$ cat config.mk
export PLATFORM = sky130hd
export DESIGN_NAME = poly_cmd_writer
export DESIGN_NICKNAME = d
export VERILOG_FILES = /design/src/rtl/poly_cmd_writer.sv
export SDC_FILE = /design/constraint.sdc
export NUM_CORES = 1
export LEC_CHECK = 0
export ABC_AREA = 0
export BUFFER_PORTS_ARGS = -buffer_cell sky130_fd_sc_hd__buf_2
export CELL_PAD_IN_SITES_DETAIL_PLACEMENT = 1
export CELL_PAD_IN_SITES_GLOBAL_PLACEMENT = 1
export CORE_MARGIN = 2
export CORE_UTILIZATION = 30
export DETAILED_ROUTE_END_ITERATION = 8
export PLACE_DENSITY_LB_ADDON = 0.1
export SLEW_MARGIN = 40
export SYNTH_ARGS = -nofsm -noshare
export SYNTH_HDL_FRONTEND = slang
export SYNTH_SLANG_ARGS = --single-unit
export TNS_END_PERCENT = 50
$ cat constraint.sdc
create_clock -name clk -period 2.7 [get_ports clk]
set_input_delay 0.135 -clock clk [delete_from_list [all_inputs] [get_ports clk]]
set_output_delay 0.135 -clock clk [all_outputs]
set_load 0.05 [all_outputs]
$ cat src/rtl/poly_cmd_writer.sv
// rtl/poly_cmd_writer.sv - host instruction writer: data tokens then packed command word into input FIFOs
// Optional build macro: POLY_CMD_ARGCHECK_EN (reject opcodes above 3 and EVB with b=0)
module poly_cmd_writer #(
  parameter int word_size = 16
) (
  input  logic                 clk,
  input  logic                 rst,
  input  logic                 cmd_valid,
  input  logic [7:0]           cmd_instr,
  input  logic [2:0]           cmd_arg1,
  input  logic [4:0]           cmd_arg2,
  output logic                 cmd_ready,
  input  logic                 data_valid,
  input  logic [word_size-1:0] data_in,
  output logic                 data_ready,
  input  logic [word_size-1:0] free_fifo_data,
  input  logic [word_size-1:0] free_fifo_command,
  output logic                 wr_en_fifo_data,
  output logic [word_size-1:0] data_out,
  output logic                 wr_en_fifo_command,
  output logic [word_size-1:0] command_out,
  output logic                 busy,
  output logic                 done,
  output logic                 err
);

  typedef enum logic [1:0] {IDLE, DATA, CMD, ERROR} state_t;

  state_t               state, state_nxt;
  logic [word_size-1:0] cmd_word;
  logic [5:0]           remaining;
  logic [5:0]           count;
  logic                 illegal;

  // Token count and legality of the instruction currently offered by the host
  always_comb begin
    count   = 6'd0;
    illegal = 1'b0;
    case (cmd_instr)
      8'd0:    count = {1'b0, cmd_arg2} + 6'd1;
      8'd1:    count = 6'd1;
      8'd2:    count = {1'b0, cmd_arg2};
      default: count = 6'd0;
    endcase
`ifdef POLY_CMD_ARGCHECK_EN
    illegal = (cmd_instr > 8'd3) || ((cmd_instr == 8'd2) && (cmd_arg2 == 5'd0));
`else
    illegal = 1'b0;
`endif
  end

  // Next-state and handshake/strobe outputs; everything held inactive while rst is high
  always_comb begin
    state_nxt          = state;
    cmd_ready          = 1'b0;
    data_ready         = 1'b0;
    wr_en_fifo_data    = 1'b0;
    wr_en_fifo_command = 1'b0;
    done               = 1'b0;
    err                = 1'b0;
    busy               = (state != IDLE);
    case (state)
      IDLE: begin
        cmd_ready = 1'b1;
        if (cmd_valid) begin
          if (illegal)            state_nxt = ERROR;
          else if (count == 6'd0) state_nxt = CMD;
          else                    state_nxt = DATA;
        end
      end
      DATA: begin
        data_ready      = (free_fifo_data != '0);
        wr_en_fifo_data = data_valid && data_ready;
        if (wr_en_fifo_data && (remaining == 6'd1)) state_nxt = CMD;
      end
      CMD: begin
        wr_en_fifo_command = (free_fifo_command != '0);
        done               = wr_en_fifo_command;
        if (wr_en_fifo_command) state_nxt = IDLE;
      end
      ERROR: begin
        err       = 1'b1;
        state_nxt = IDLE;
      end
      default: state_nxt = IDLE;
    endcase
    if (rst) begin
      state_nxt          = IDLE;
      cmd_ready          = 1'b0;
      data_ready         = 1'b0;
      wr_en_fifo_data    = 1'b0;
      wr_en_fifo_command = 1'b0;
      done               = 1'b0;
      err                = 1'b0;
      busy               = 1'b0;
    end
  end

  // Data tokens pass straight through; the command word is the latched instruction
  always_comb begin
    data_out    = data_in;
    command_out = rst ? '0 : cmd_word;
  end

  // State, latched command word and remaining-token counter
  always_ff @(posedge clk) begin
    if (rst) begin
      state     <= IDLE;
      cmd_word  <= '0;
      remaining <= 6'd0;
    end else begin
      state <= state_nxt;
      if ((state == IDLE) && cmd_valid) begin
        cmd_word  <= {cmd_instr, cmd_arg1, cmd_arg2};
        remaining <= count;
      end else if (wr_en_fifo_data) begin
        remaining <= remaining - 6'd1;
      end
    end
  end

endmodule
## Yosys cells after proc, flatten, opt, wreduce, memory -nomap -nowiden

Index checks and enable logic that the tools add are counted.
Widths: inputs -> output; s select.

- Flip-flop bits (word level): 24
- Memories kept: 0
- Logic and storage cells: 45
- RAM bits: 0
- Output and inout bits: 39
- Latch bits: 0
- ROM bits: 0
- Input bits: 68

- Add/sub/neg operators: 2
- Order comparisons: 0
- Mux-type cells: 20
- Bitwise gates (word level): 0
- Reductions and logical operators: 11
- Equality and inequality tests: 9
- $mul: 0
- Shift-type cells: 0
- Div/mod/pow operators: 0

Operators with widths:

| kind | number |
|---|---|
| $reduce_bool 16->1 | 2 |
| $pmux 6 s3 | 1 |
| $mux 16 | 1 |
| $mux 6 | 2 |
| $mux 1 | 11 |
| $eq 8x1->1 const B | 1 |
| $eq 8x2->1 const B | 1 |
| $logic_not 8->1 | 1 |
| $mux 2 | 4 |
| $pmux 2 s4 | 1 |
| $add 5x1->6 const B | 1 |
| $eq 6x1->1 const B | 1 |
| $logic_not 6->1 | 1 |
| $ne 2x2->1 const B | 3 |
| $sub 6x1->6 const B | 1 |
| $eq 2x2->1 const B | 2 |
| $reduce_bool 2->1 | 2 |
| $logic_and 1x1->1 | 3 |
| $reduce_and 3->1 | 1 |
| $eq 2x1->1 const B | 1 |
| $logic_not 2->1 | 1 |

## Longest topological paths before layout

- Depth after elaboration: 6
- Gate-level depth with buffers: 7
- Depth with buffers taken out: 7

## Worst setup path before layout

OpenSTA, ideal clock, no wires.

- Path type: input port to output port
- Start: in rst
- End: out wr_en_fifo_command
- Setup slack: -0.109 ns
- Cell stages on the path: 4
- Required time: 2.565 ns
- Path buffers: 3
- Arrival time: 2.674 ns
- Cells stage by stage: clkbuf_1 clkbuf_1 nor4b_1 buf_4

- Cells in the longest elaborated chain, start to end: 1

Ends and longest elaborated chain:

| what | line | text |
|---|---|---|
| from (decl) | 7 | `input logic rst,` |
| $mux 1 | n/a |  |
| to (decl) | 20 | `output logic wr_en_fifo_command,` |

Every way passes these cells.

## Final worst setup path

- Start: reg state[0]
- End: reg remaining[1]

- Cells in the longest elaborated chain, start to end: 4
- Elaborated cells on any way between the ends: 7
- Those cells by class: eq/ne (1); mux (3); reduce/logical (3)

Ends and longest elaborated chain:

| what | line | text |
|---|---|---|
| from (decl) | 29 | `state_t state, state_nxt;` |
| from (signal assigned) | 112 | `state <= state_nxt;` |
| $eq 2x1->1 | 62 | `case (state)` |
| $mux 1 | 62 |  |
| $mux 1 | 87 | `if (rst) begin` |
| $reduce_bool 2->1 (no line) | n/a |  |
| to (signal assigned) | 115 | `remaining <= count;` |
| to (signal assigned) | 117 | `remaining <= remaining - 6'd1;` |
| to (decl) | 31 | `logic [5:0] remaining;` |

Several ways; a longest one is shown, not always the timed one.
A chain may end at the register's enable or synchronous reset.

==> metrics.txt <==
dominant cells by area after synthesis dfxtp_1 (31%), nand2_1 (9.3%), buf_4 (8.1%), nor2b_1 (7.6%), a21oi_1 (6.1%); EDFF count, synth 0; IO buf count 74; die area roughly 5800 um^2; GPL Wtd Cong between 0.6 and 0.7; top cells by count, synth nand2_1 (39), dfxtp_1 (24), a21oi_1 (19), nor2b_1 (19), buf_4 (17); I/O pins roughly 110; yosys warns 0; RSZ-0062 raised after global routing false; Bufs on Longest Clock Path 2; prevailing post-synth register cell dfxtp_1; Starting Density 0.309; total power about 890 uW; DRT Pass-1 Iters 4; Crit Path Max Fanout 12; leading area contributor after synthesis dfxtp_1; die height between 70 and 80 um; period utilization 0.605; cts hold-fix bufs 0; max incr delay on CP about 480 ps; core area ~5100 um^2; status finished clean; Site Rows 26; Fin Clk Skew between 7 and 8 ps; Hold Path Sink cmd_word[7]; Die Width about 76 um; count leader, synth nand2_1; register bit count reported by yosys 24; synth unique cells 43; Hold Vio Cnt, Final 0; post-route ant nets 0; initial antenna violation count 0; Worst Max-Slew Pin Slew 440 ps; Setup TNS 0 ps; data arrival time of the worst path about 1800 ps; Synthesized Nets 274; DRC errors left 0; CP max-delay cell nor3_1; # resized after CTS 0; routed length per placed instance 13.8 um; Lkg Pwr 0.864 nW; clk_lat worst skew roughly 270 ps; register area share after synthesis 0.306; Vias 1,546; Max Freq 613 MHz; global-route usage over all layers 0.154; worst r2r src state[0]; layout cells sized above 1 0.359; # Post-CTS Setup Buffers 0; R2R depth 5; Worst EP required 2910 ps; global route overflow 0; vias in the first global route 1,619; power per cell area around 460 nW/um^2; Setup Crit Path Kind reg2reg; reg-to-reg endpoint remaining[1]; Vias/cell 4.74; DRT iter0 DRCs 30; Place WS 1080 ps; relative slew slack 0.704; worst reg-to-reg setup slack about 1100 ps; Slew Viols, Final 0; dpl hpwl between 3000 and 4000 um; first-pass GRT wire length around 7500 um; final core utilization 0.384; Worst VDD drop around 0.00018 V; Post-Syn Area roughly 1600 um^2; Crit path top cell by count nand2_1; Async S/R FF share, synth 0; Syn Inst Count ~200; CTS clk-pin slew, worst paths ~90 ps; Yosys top cell area share 0.306; hold path cells 3; area grow syn2layout 24.3%; Hold Crit Class in2reg; CTS tree done; Root Driver clkbuf_8; largest net degree at the start of global routing 37; Worst setup SP type register; Syn Area/Cell around 7.7 um^2; MaxCap Viol Count 0; n_diodes 0; CP endpoint kind register; Final setup viols 0; final setup margin 1070 ps; CTS Buf Count 3; post-detailed-routing wire length about 4500 um; CTS Sinks 24; Worst Hold Launch cmd_arg1[2]; H-tree levels 1; CP Cell Sequence nor2_1 > nand2_1 > nor3_1 > nand2_1 > a21oi_2; Nets between 300 and 400; Tmin final ~1600 ps
==> where the power goes <==
part / total, mW / switching [mW] / internal (mW)
logic: 0.194 / 0.122 / 0.0721
clock network: 0.319 / 0.121 / 0.198
registers: 0.381 / 0.00980 / 0.371
==> cells by family (layout without fill, tap and decap cells) <==
group	after synthesis	count (layout)	synth area share
AND/OR/NAND/NOR	101	101	0.350
AO/OA/AOI/OAI	33	33	0.134
buffers and inverters	32	85	0.123
flip-flops	24	24	0.306
XOR/XNOR	7	7	0.0391
adder cells (fa/ha/maj)	3	3	0.0239
multiplexers	3	3	0.0231
==> cell type report <==
class                   instances  area, um^2
clock buffers                   3        41.3
clock inverters                 1        30.0
flip-flops and latches         24         480
well taps                      70        87.6
inverters                       4        15.0
multi-input cells             147         901
fillers                       675        3130
repair buffers                 77         393
==> cell usage in the layout, fill, tap and decap left out, drive strengths merged <==
cell type,count
buf,77
nand2,39
dfxtp,24
a21oi,20
nor2b,19
nor2,10
nor4,8
nor3,7
xor2,5
inv,4
and3,3
nand3,3
ha,3
clkbuf,3
nand4,3
xnor2,2
nand4b,2
o31ai,2
nand2b,2
o32ai,2
a31oi,2
and2,2
mux2,2
nor3b,1
nor4b,1
a32oi,1
o311ai,1
a211oi,1
a21boi,1
nand3b,1
a2111oi,1
mux2i,1
o21ai,1
o2bb2ai,1
bufinv,1
==> flip-flops by register name (all words and copies together), names as in the netlist <==
name       count
state          2
cmd_word      16
remaining      6
==> per-layer routing <==
layer | part of all wire | track usage
met1 | 0.44 | 0.183
met2 | 0.47 | 0.279
met3 | 0.071 | 0.0379
met4 | 0.010 | 0.0364
met5 | 0 | 0
==> worst max-delay path by stage <==
stage / start / endpoint / slack [ps] / cells past startpoint
after floorplan: rst / wr_en_fifo_command / 690 / 4
after global placement: state[0] / remaining[0] / 1110 / 5
after detailed placement: state[0] / remaining[1] / 1080 / 5
after CTS: state[0] / remaining[1] / 1060 / 5
after global routing: state[0] / remaining[4] / 890 / 5
final: state[0] / remaining[1] / 1070 / 5
==> worst max-delay path: cells and delay by family, from the launching register on <==
| family | cells | cell delay, ps |
|---|---|---|
| AND/OR/NAND/NOR | 4 | 1070 |
| flip-flops | 1 | 390 |
| AO/OA/AOI/OAI | 1 | 130 |
==> per-stage QoR <==
stage	cells	hold slack [ps]	area [um^2]
floorplan	203	271	1570
global placement	322	271	1880
detailed placement	322	271	1880
CTS	326	93.2	1950
global route	326	96.1	1950
finish	326	96.8	1950
Power figures use the tool's default switching activity.
